### config.mk
export PLATFORM = sky130hd
export DESIGN_NAME = uart_rx_mmio
export DESIGN_NICKNAME = d
export VERILOG_FILES = /design/src/rtl/uart_rx_mmio.sv
export SDC_FILE = /design/constraint.sdc
export NUM_CORES = 1
export LEC_CHECK = 0
export ABC_AREA = 0
export ABC_CLOCK_PERIOD_IN_PS = 2160
export CAP_MARGIN = 20
export CORE_MARGIN = 5
export CORE_UTILIZATION = 42
export DETAILED_ROUTE_END_ITERATION = 8
export PLACE_DENSITY = 0.83
export SYNTH_ARGS = -nofsm -noshare
export SYNTH_HDL_FRONTEND = slang
export SYNTH_SLANG_ARGS = --single-unit
### constraint.sdc
create_clock -name clock -period 2.16 [get_ports clock]
set_input_delay 0.216 -clock clock [delete_from_list [all_inputs] [get_ports clock]]
set_output_delay 0.216 -clock clock [all_outputs]
set_load 0.01 [all_outputs]
### src/rtl/uart_rx_mmio.sv
// Memory-mapped 8N1 UART receiver: synchronised rx, small byte FIFO, STATUS/DATA words.
// Optional even-parity frame check is enabled by defining UART_RX_PARITY_EN.
module uart_rx_mmio #(
  parameter int          CLKS_PER_BIT = 16,
  parameter int          FIFO_DEPTH   = 4,
  parameter logic [31:0] DATA_ADDR    = 32'h0000_03f0,
  parameter logic [31:0] STAT_ADDR    = 32'h0000_03f4
) (
  input  logic        clock,
  input  logic        reset,
  input  logic        rx,
  input  logic [31:0] rw_addr,
  input  logic        r_en,
  input  logic        w_en,
  input  logic [31:0] w_data,
  output logic [31:0] r_data,
  output logic        irq,
  output logic [2:0]  state_o
);

  localparam int CW   = $clog2(CLKS_PER_BIT);
  localparam int AW   = (FIFO_DEPTH > 1) ? $clog2(FIFO_DEPTH) : 1;
  localparam int CNTW = AW + 1;
  localparam logic [CW-1:0]   CNT_LAST = CW'(CLKS_PER_BIT - 1);
  localparam logic [CW-1:0]   CNT_HALF = CW'(CLKS_PER_BIT / 2 - 1);
  localparam logic [CNTW-1:0] CNT_FULL = CNTW'(FIFO_DEPTH);

  typedef enum logic [2:0] {
    IDLE   = 3'd0,
    START  = 3'd1,
    DATA   = 3'd2,
    PARITY = 3'd3,
    STOP   = 3'd4,
    BRK    = 3'd5
  } state_e;

  // Handshake: the CPU bus has no ready; a load of DATA_ADDR with r_en high is a
  // pop accepted at that posedge when non-empty, and r_data is valid every cycle.
  state_e          state_q, state_d;
  logic            sync1_q, rx_s_q;
  logic [CW-1:0]   cnt_q, cnt_d;
  logic [2:0]      idx_q, idx_d;
  logic [7:0]      shift_q, shift_d;
  logic            push_req, ferr_set;

  logic [7:0]      mem_q [FIFO_DEPTH];
  logic [AW-1:0]   wr_ptr_q, rd_ptr_q;
  logic [CNTW-1:0] count_q;
  logic            ovr_q, ferr_q, irq_q;
  logic            perr_q, par_bad_q;

  logic            nonempty, full, do_pop, do_push, ovr_set, clr_wr;

`ifdef UART_RX_PARITY_EN
  logic par_bad_d, perr_set;
  logic unused_w_data;
  assign unused_w_data = ^{w_data[31:4], w_data[0]};

  always_ff @(posedge clock) begin
    if (reset) begin
      perr_q    <= 1'b0;
      par_bad_q <= 1'b0;
    end else begin
      perr_q    <= perr_set | (perr_q & ~(clr_wr & w_data[3]));
      par_bad_q <= par_bad_d;
    end
  end
`else
  logic unused_w_data;
  assign unused_w_data = ^{w_data[31:3], w_data[0]};
  assign perr_q        = 1'b0;
  assign par_bad_q     = 1'b0;
`endif

  always_comb begin
    state_d  = state_q;
    cnt_d    = (cnt_q == CNT_LAST) ? '0 : cnt_q + CW'(1);
    idx_d    = idx_q;
    shift_d  = shift_q;
    push_req = 1'b0;
    ferr_set = 1'b0;
`ifdef UART_RX_PARITY_EN
    par_bad_d = par_bad_q;
    perr_set  = 1'b0;
`endif
    case (state_q)
      IDLE: begin
        cnt_d = '0;
        if (!rx_s_q) state_d = START;
      end
      START: begin
        if (cnt_q == CNT_HALF) begin
          cnt_d   = '0;
          idx_d   = 3'd0;
          state_d = rx_s_q ? IDLE : DATA;
`ifdef UART_RX_PARITY_EN
          par_bad_d = 1'b0;
`endif
        end
      end
      DATA: begin
        if (cnt_q == CNT_LAST) begin
          shift_d[idx_q] = rx_s_q;
          idx_d          = idx_q + 3'd1;
`ifdef UART_RX_PARITY_EN
          if (idx_q == 3'd7) state_d = PARITY;
`else
          if (idx_q == 3'd7) state_d = STOP;
`endif
        end
      end
`ifdef UART_RX_PARITY_EN
      PARITY: begin
        if (cnt_q == CNT_LAST) begin
          if (rx_s_q != ^shift_q) begin
            perr_set  = 1'b1;
            par_bad_d = 1'b1;
          end
          state_d = STOP;
        end
      end
`endif
      STOP: begin
        if (cnt_q == CNT_LAST) begin
          if (rx_s_q) begin
            push_req = ~par_bad_q;
            state_d  = IDLE;
          end else begin
            ferr_set = 1'b1;
            state_d  = BRK;
          end
        end
      end
      BRK: begin
        // Hold off until the line is released so a stuck-low rx cannot retrigger.
        cnt_d = '0;
        if (rx_s_q) state_d = IDLE;
      end
      default: state_d = IDLE;
    endcase
  end

  assign nonempty = (count_q != '0);
  assign full     = (count_q == CNT_FULL);
  assign do_pop   = r_en && (rw_addr == DATA_ADDR) && nonempty;
  assign clr_wr   = w_en && (rw_addr == STAT_ADDR);
  // A same-cycle pop frees the slot the incoming byte needs.
  assign do_push  = push_req && (!full || do_pop);
  assign ovr_set  = push_req && full && !do_pop;

  always_ff @(posedge clock) begin
    if (reset) begin
      sync1_q  <= 1'b1;
      rx_s_q   <= 1'b1;
      state_q  <= IDLE;
      cnt_q    <= '0;
      idx_q    <= '0;
      shift_q  <= '0;
      wr_ptr_q <= '0;
      rd_ptr_q <= '0;
      count_q  <= '0;
      ovr_q    <= 1'b0;
      ferr_q   <= 1'b0;
      irq_q    <= 1'b0;
    end else begin
      sync1_q <= rx;
      rx_s_q  <= sync1_q;
      state_q <= state_d;
      cnt_q   <= cnt_d;
      idx_q   <= idx_d;
      shift_q <= shift_d;
      if (do_push) wr_ptr_q <= wr_ptr_q + AW'(1);
      if (do_pop)  rd_ptr_q <= rd_ptr_q + AW'(1);
      case ({do_push, do_pop})
        2'b10:   count_q <= count_q + CNTW'(1);
        2'b01:   count_q <= count_q - CNTW'(1);
        default: count_q <= count_q;
      endcase
      ovr_q  <= ovr_set  | (ovr_q  & ~(clr_wr & w_data[1]));
      ferr_q <= ferr_set | (ferr_q & ~(clr_wr & w_data[2]));
      irq_q  <= nonempty | ovr_q | ferr_q | perr_q;
    end
  end

  always_ff @(posedge clock) begin
    if (do_push) mem_q[wr_ptr_q] <= shift_q;
  end

  // The count field is 4 bits wide; at depth 16 a full FIFO is signalled by bit 8.
  always_comb begin
    r_data = '0;
    if (rw_addr == DATA_ADDR) begin
      if (nonempty) r_data[7:0] = mem_q[rd_ptr_q];
    end else if (rw_addr == STAT_ADDR) begin
      r_data[0]   = nonempty;
      r_data[1]   = ovr_q;
      r_data[2]   = ferr_q;
      r_data[3]   = perr_q;
      r_data[7:4] = 4'(count_q);
      r_data[8]   = full;
    end
  end

  assign irq     = irq_q;
  assign state_o = state_q;

endmodule

==> results by group <==
STA
  – Fin. Hold Viols: 0
  – Tcrit/Tclk final: 101%
  – RSZ-0062 raised after global routing: yes
  – Clock Skew: slightly below 0.008 ns
  – Max Freq: 460 MHz
  – Final critical-path required period: between 2 and 2.5 ns
  – Final setup fails: 1
  – Max Transition Viols Final: 0
  – Final worst slack: -0.0128 ns

Worst setup path
  – WP data arrival: approximately 2.4 ns
  – CP max FO: 2
  – Required @ worst endpoint: around 2.4 ns
  – Setup Crit Path Kind: reg -> reg
  – Setup crit start kind: flop
  – CP endpoint kind: flop

Floorplanning
  – Die Span Y: 98.6 um
  – CORE AREA: between 7000 and 8000 um2
  – # IOs: about 110
  – Die area: about 10000 um2
  – Site Rows: 32
  – Initial core utilization: 42.8%
  – Die Wd: ~99 um

Synthesis
  – Synth top area cells: edfxtp_1 (29%), dfxtp_1 (19%), mux4_2 (5.5%)
  – Number of flops mapped to enable cells by yosys: 32
  – Yosys warns: 0
  – Synth area leader: edfxtp_1
  – Sequential share of the synthesized area: 48.6%
  – Ys flop type: edfxtp_1
  – Async SR Flop Fraction: 0%
  – Mapped Avg Cell Area: roughly 12 um2
  – Post-synth top cells: dfxtp_1 (32), edfxtp_1 (32), nor2_1 (29)
  – Post-synthesis cell area: around 3300 um2
  – Post-Syn Instances: around 290
  – Yosys top cell area share: about 29%
  – Cell variety after synth: slightly below 60
  – #FFs+latches synth: 64

Power and ir drop
  – P_sw: 0.522 mW
  – Sequential share of power: between 50% and 60%
  – Clk pwr share: about two fifths
  – Switching Fraction: between 20% and 30%
  – Maximum VDD drop: about 320 uV
  – Gate power share: about 5.7%
  – Leakage: between 1.5 and 2 nW
  – Cell Int Power: about 1.9 mW
  – Power per cell area: roughly 550 nW/um2

Clocking
  – Clock root cell: clkbuf_8
  – Clock Path Buffers: 2
  – Htree depth: 3
  – Number of buffers created by CTS: 9
  – CTS tree: done
  – Clock latency at the later pin of the worst-skew pair: between 0.3 and 0.4 ns
  – Clock slew at reported path FFs: 0.07 ns
  – Num Clock Sinks: 64

Global routing
  – Global-route wire length before repair: between 10 and 15 mm
  – GR Overflow Total: 0
  – Largest net degree at the start of global routing: 30
  – GRT Resource Usage Total: ~15%
  – Initial antenna violation count: 0
  – Number of global-route vias before repair: approximately 2400

Drt
  – Pre-antenna DRT Iters: 4
  – Top Metal Used: met4
  – DRC errors left: 0
  – Routed Antenna Nets: 0
  – Routed wire length on met2: between 3 and 4 mm
  – Met3 routed WL: ~500 um
  – DR WL/cell: between 15 and 20 um
  – Routed vias/inst: a little over 5
  – Metal1 wirelength: around 3.1 mm
  – Vias: 2488
  – Total Wirelength: ~7.3 mm
  – Drt first-iter violations: between 150 and 200

Layout
  – Filler cells: 646
  – Fraction of layout cells with a size suffix above 1: approximately 28%
  – Multi-input gate area: between 1500 and 2000 um2
  – Antenna fix cells: 0
  – Design area: ~4300 um2
  – Area growth syn-to-layout: 31.2%
  – Layout Nets: about 450
  – Register area: between 1500 and 2000 um2

Min path
  – Worst hold path type: reg -> reg

Run status
  – Run status: finished, violations left
  – Failing checks: setup timing

Placed design
  – HPWL Detailed: roughly 5.5 mm
  – Placement Cell Area: between 4000 and 5000 um2
  – IO Port Bufs: between 50 and 60
  – Place WS: -0.562 ns
  – GP Congestion: approximately 0.8

Run
  – Max-Cap Viols: 0
[sequential cells by signal (all words and copies together), names as in the netlist, named ones only]
register	flops
cnt_q	4
sync1_q	1
count_q	3
ferr_q	1
wr_ptr_q	2
rd_ptr_q	2
state_o	3
irq	1
ovr_q	1
idx_q	3
shift_q	8
rx_s_q	1
mem_q	32
[stage by stage]
stage / util [%] / total power [mW] / hold slack, ns / std cells / TNS (ns)
2_1_floorplan: - / 1.38 / 0.320 / 308 / -0.282
3_3_place_gp: 53.2 / 1.44 / 0.397 / 464 / -10.55
3_5_place_dp: 53.2 / 1.45 / 0.416 / 464 / -11.87
4_1_cts: 55.6 / 2.41 / 0.417 / 481 / 0
5_1_grt: 56.2 / 2.47 / 0.433 / 482 / -0.0847
6_report: 56.2 / 2.38 / 0.425 / 482 / -0.0128
[cell families (layout without fill, tap and decap cells)]
kind of cell	count (synthesis)	count (layout)	share of synthesized area, %
fa+ha+maj	8	8	3.27
compound gates	41	41	8.85
flops	64	64	48.6
xor+xnor	4	4	1.06
simple gates	110	110	22.2
mux	18	18	8.59
buf+inv	40	112	7.26
other cells	1	23	0.114
[worst paths after layout]
| path | from | endpoint | slack, ns | depth (start not counted) |
|---|---|---|---|---|
| setup / recovery | cnt_q[0]$_SDFF_PP0_ | count_q[1]$_SDFFE_PP0P_ | -0.01 | 10 |
| hold / removal | sync1_q$_SDFF_PP1_ | rx_s_q$_SDFF_PP1_ | 0.43 | 1 |
| setup reg to reg | cnt_q[0]$_SDFF_PP0_ | count_q[1]$_SDFFE_PP0P_ | -0.01 | 10 |
| hold reg to reg | sync1_q$_SDFF_PP1_ | rx_s_q$_SDFF_PP1_ | 0.43 | 1 |
[power by group through the flow]
| stage | sequential (mW) | combinational (mW) | clock (mW) |
|---|---|---|---|
| detailed placement | 1.29 | 0.151 | 0 |
| floorplan | 1.30 | 0.0830 | 0 |
| CTS | 1.27 | 0.135 | 1.01 |
| global route | 1.27 | 0.147 | 1.05 |
| global placement | 1.29 | 0.148 | 0 |
| finish | 1.27 | 0.135 | 0.976 |
[critical path: stages, from the launching register on]
cell       delay, ns
dfxtp_2         0.36
ha_4            0.15
nand3_4         0.06
or3_4           0.39
nand2_2         0.08
fa_2            0.43
nor2_2          0.11
buf_4           0.12
nor2_1          0.04
o2bb2ai_1       0.12
a221oi_2        0.22
[cells in the final DEF, fill, tap and decap left out, types with 5 or more instances in the layout]
master	n
buf_4	37
edfxtp_1	32
dfxtp_1	29
nor2_1	28
conb_1	23
dlygate4sd2_1	15
nand2_1	12
a21oi_1	12
clkdlybuf4s50_1	11
clkdlybuf4s15_1	10
nand3_1	9
clkbuf_8	9
mux4_2	8
mux2i_1	8
buf_2	8
inv_1	7
nor4_4	6
and3_1	6
and2_1	6
o21ai_0	6
ha_1	6
a32o_1	5
nand3b_1	5
nor2b_1	5
[metal layers]
| metal | up-vias | GRT usage (%) |
|---|---|---|
| met5 | - | 0 |
| met4 | 0 | 5.15 |
| met3 | 10 | 4.46 |
| met2 | 100 | 25.5 |
| met1 | 1186 | 18.8 |
| li1 | 1192 | - |
[cell type report]
| cell class | count | share of cell area (%) |
|---|---|---|
| clock buffer | 10 | 2.95 |
| clock inverter | 6 | 1.39 |
| inverter | 7 | 0.608 |
| multi-input combinational | 204 | 37.5 |
| sequential | 64 | 37.2 |
| tap | 102 | 2.95 |
| timing repair buffer | 89 | 17.4 |
[timing repair]
action / 4_1_cts / 5_1_grt
hold buffers: 0 / 0
setup endpoints to repair: 11 / 8
gates resized for setup: 81 / 19
buffers inserted: 1 / 1
pin swaps: 13 / 10
Note: power is estimated with default switching activity, not from simulation.
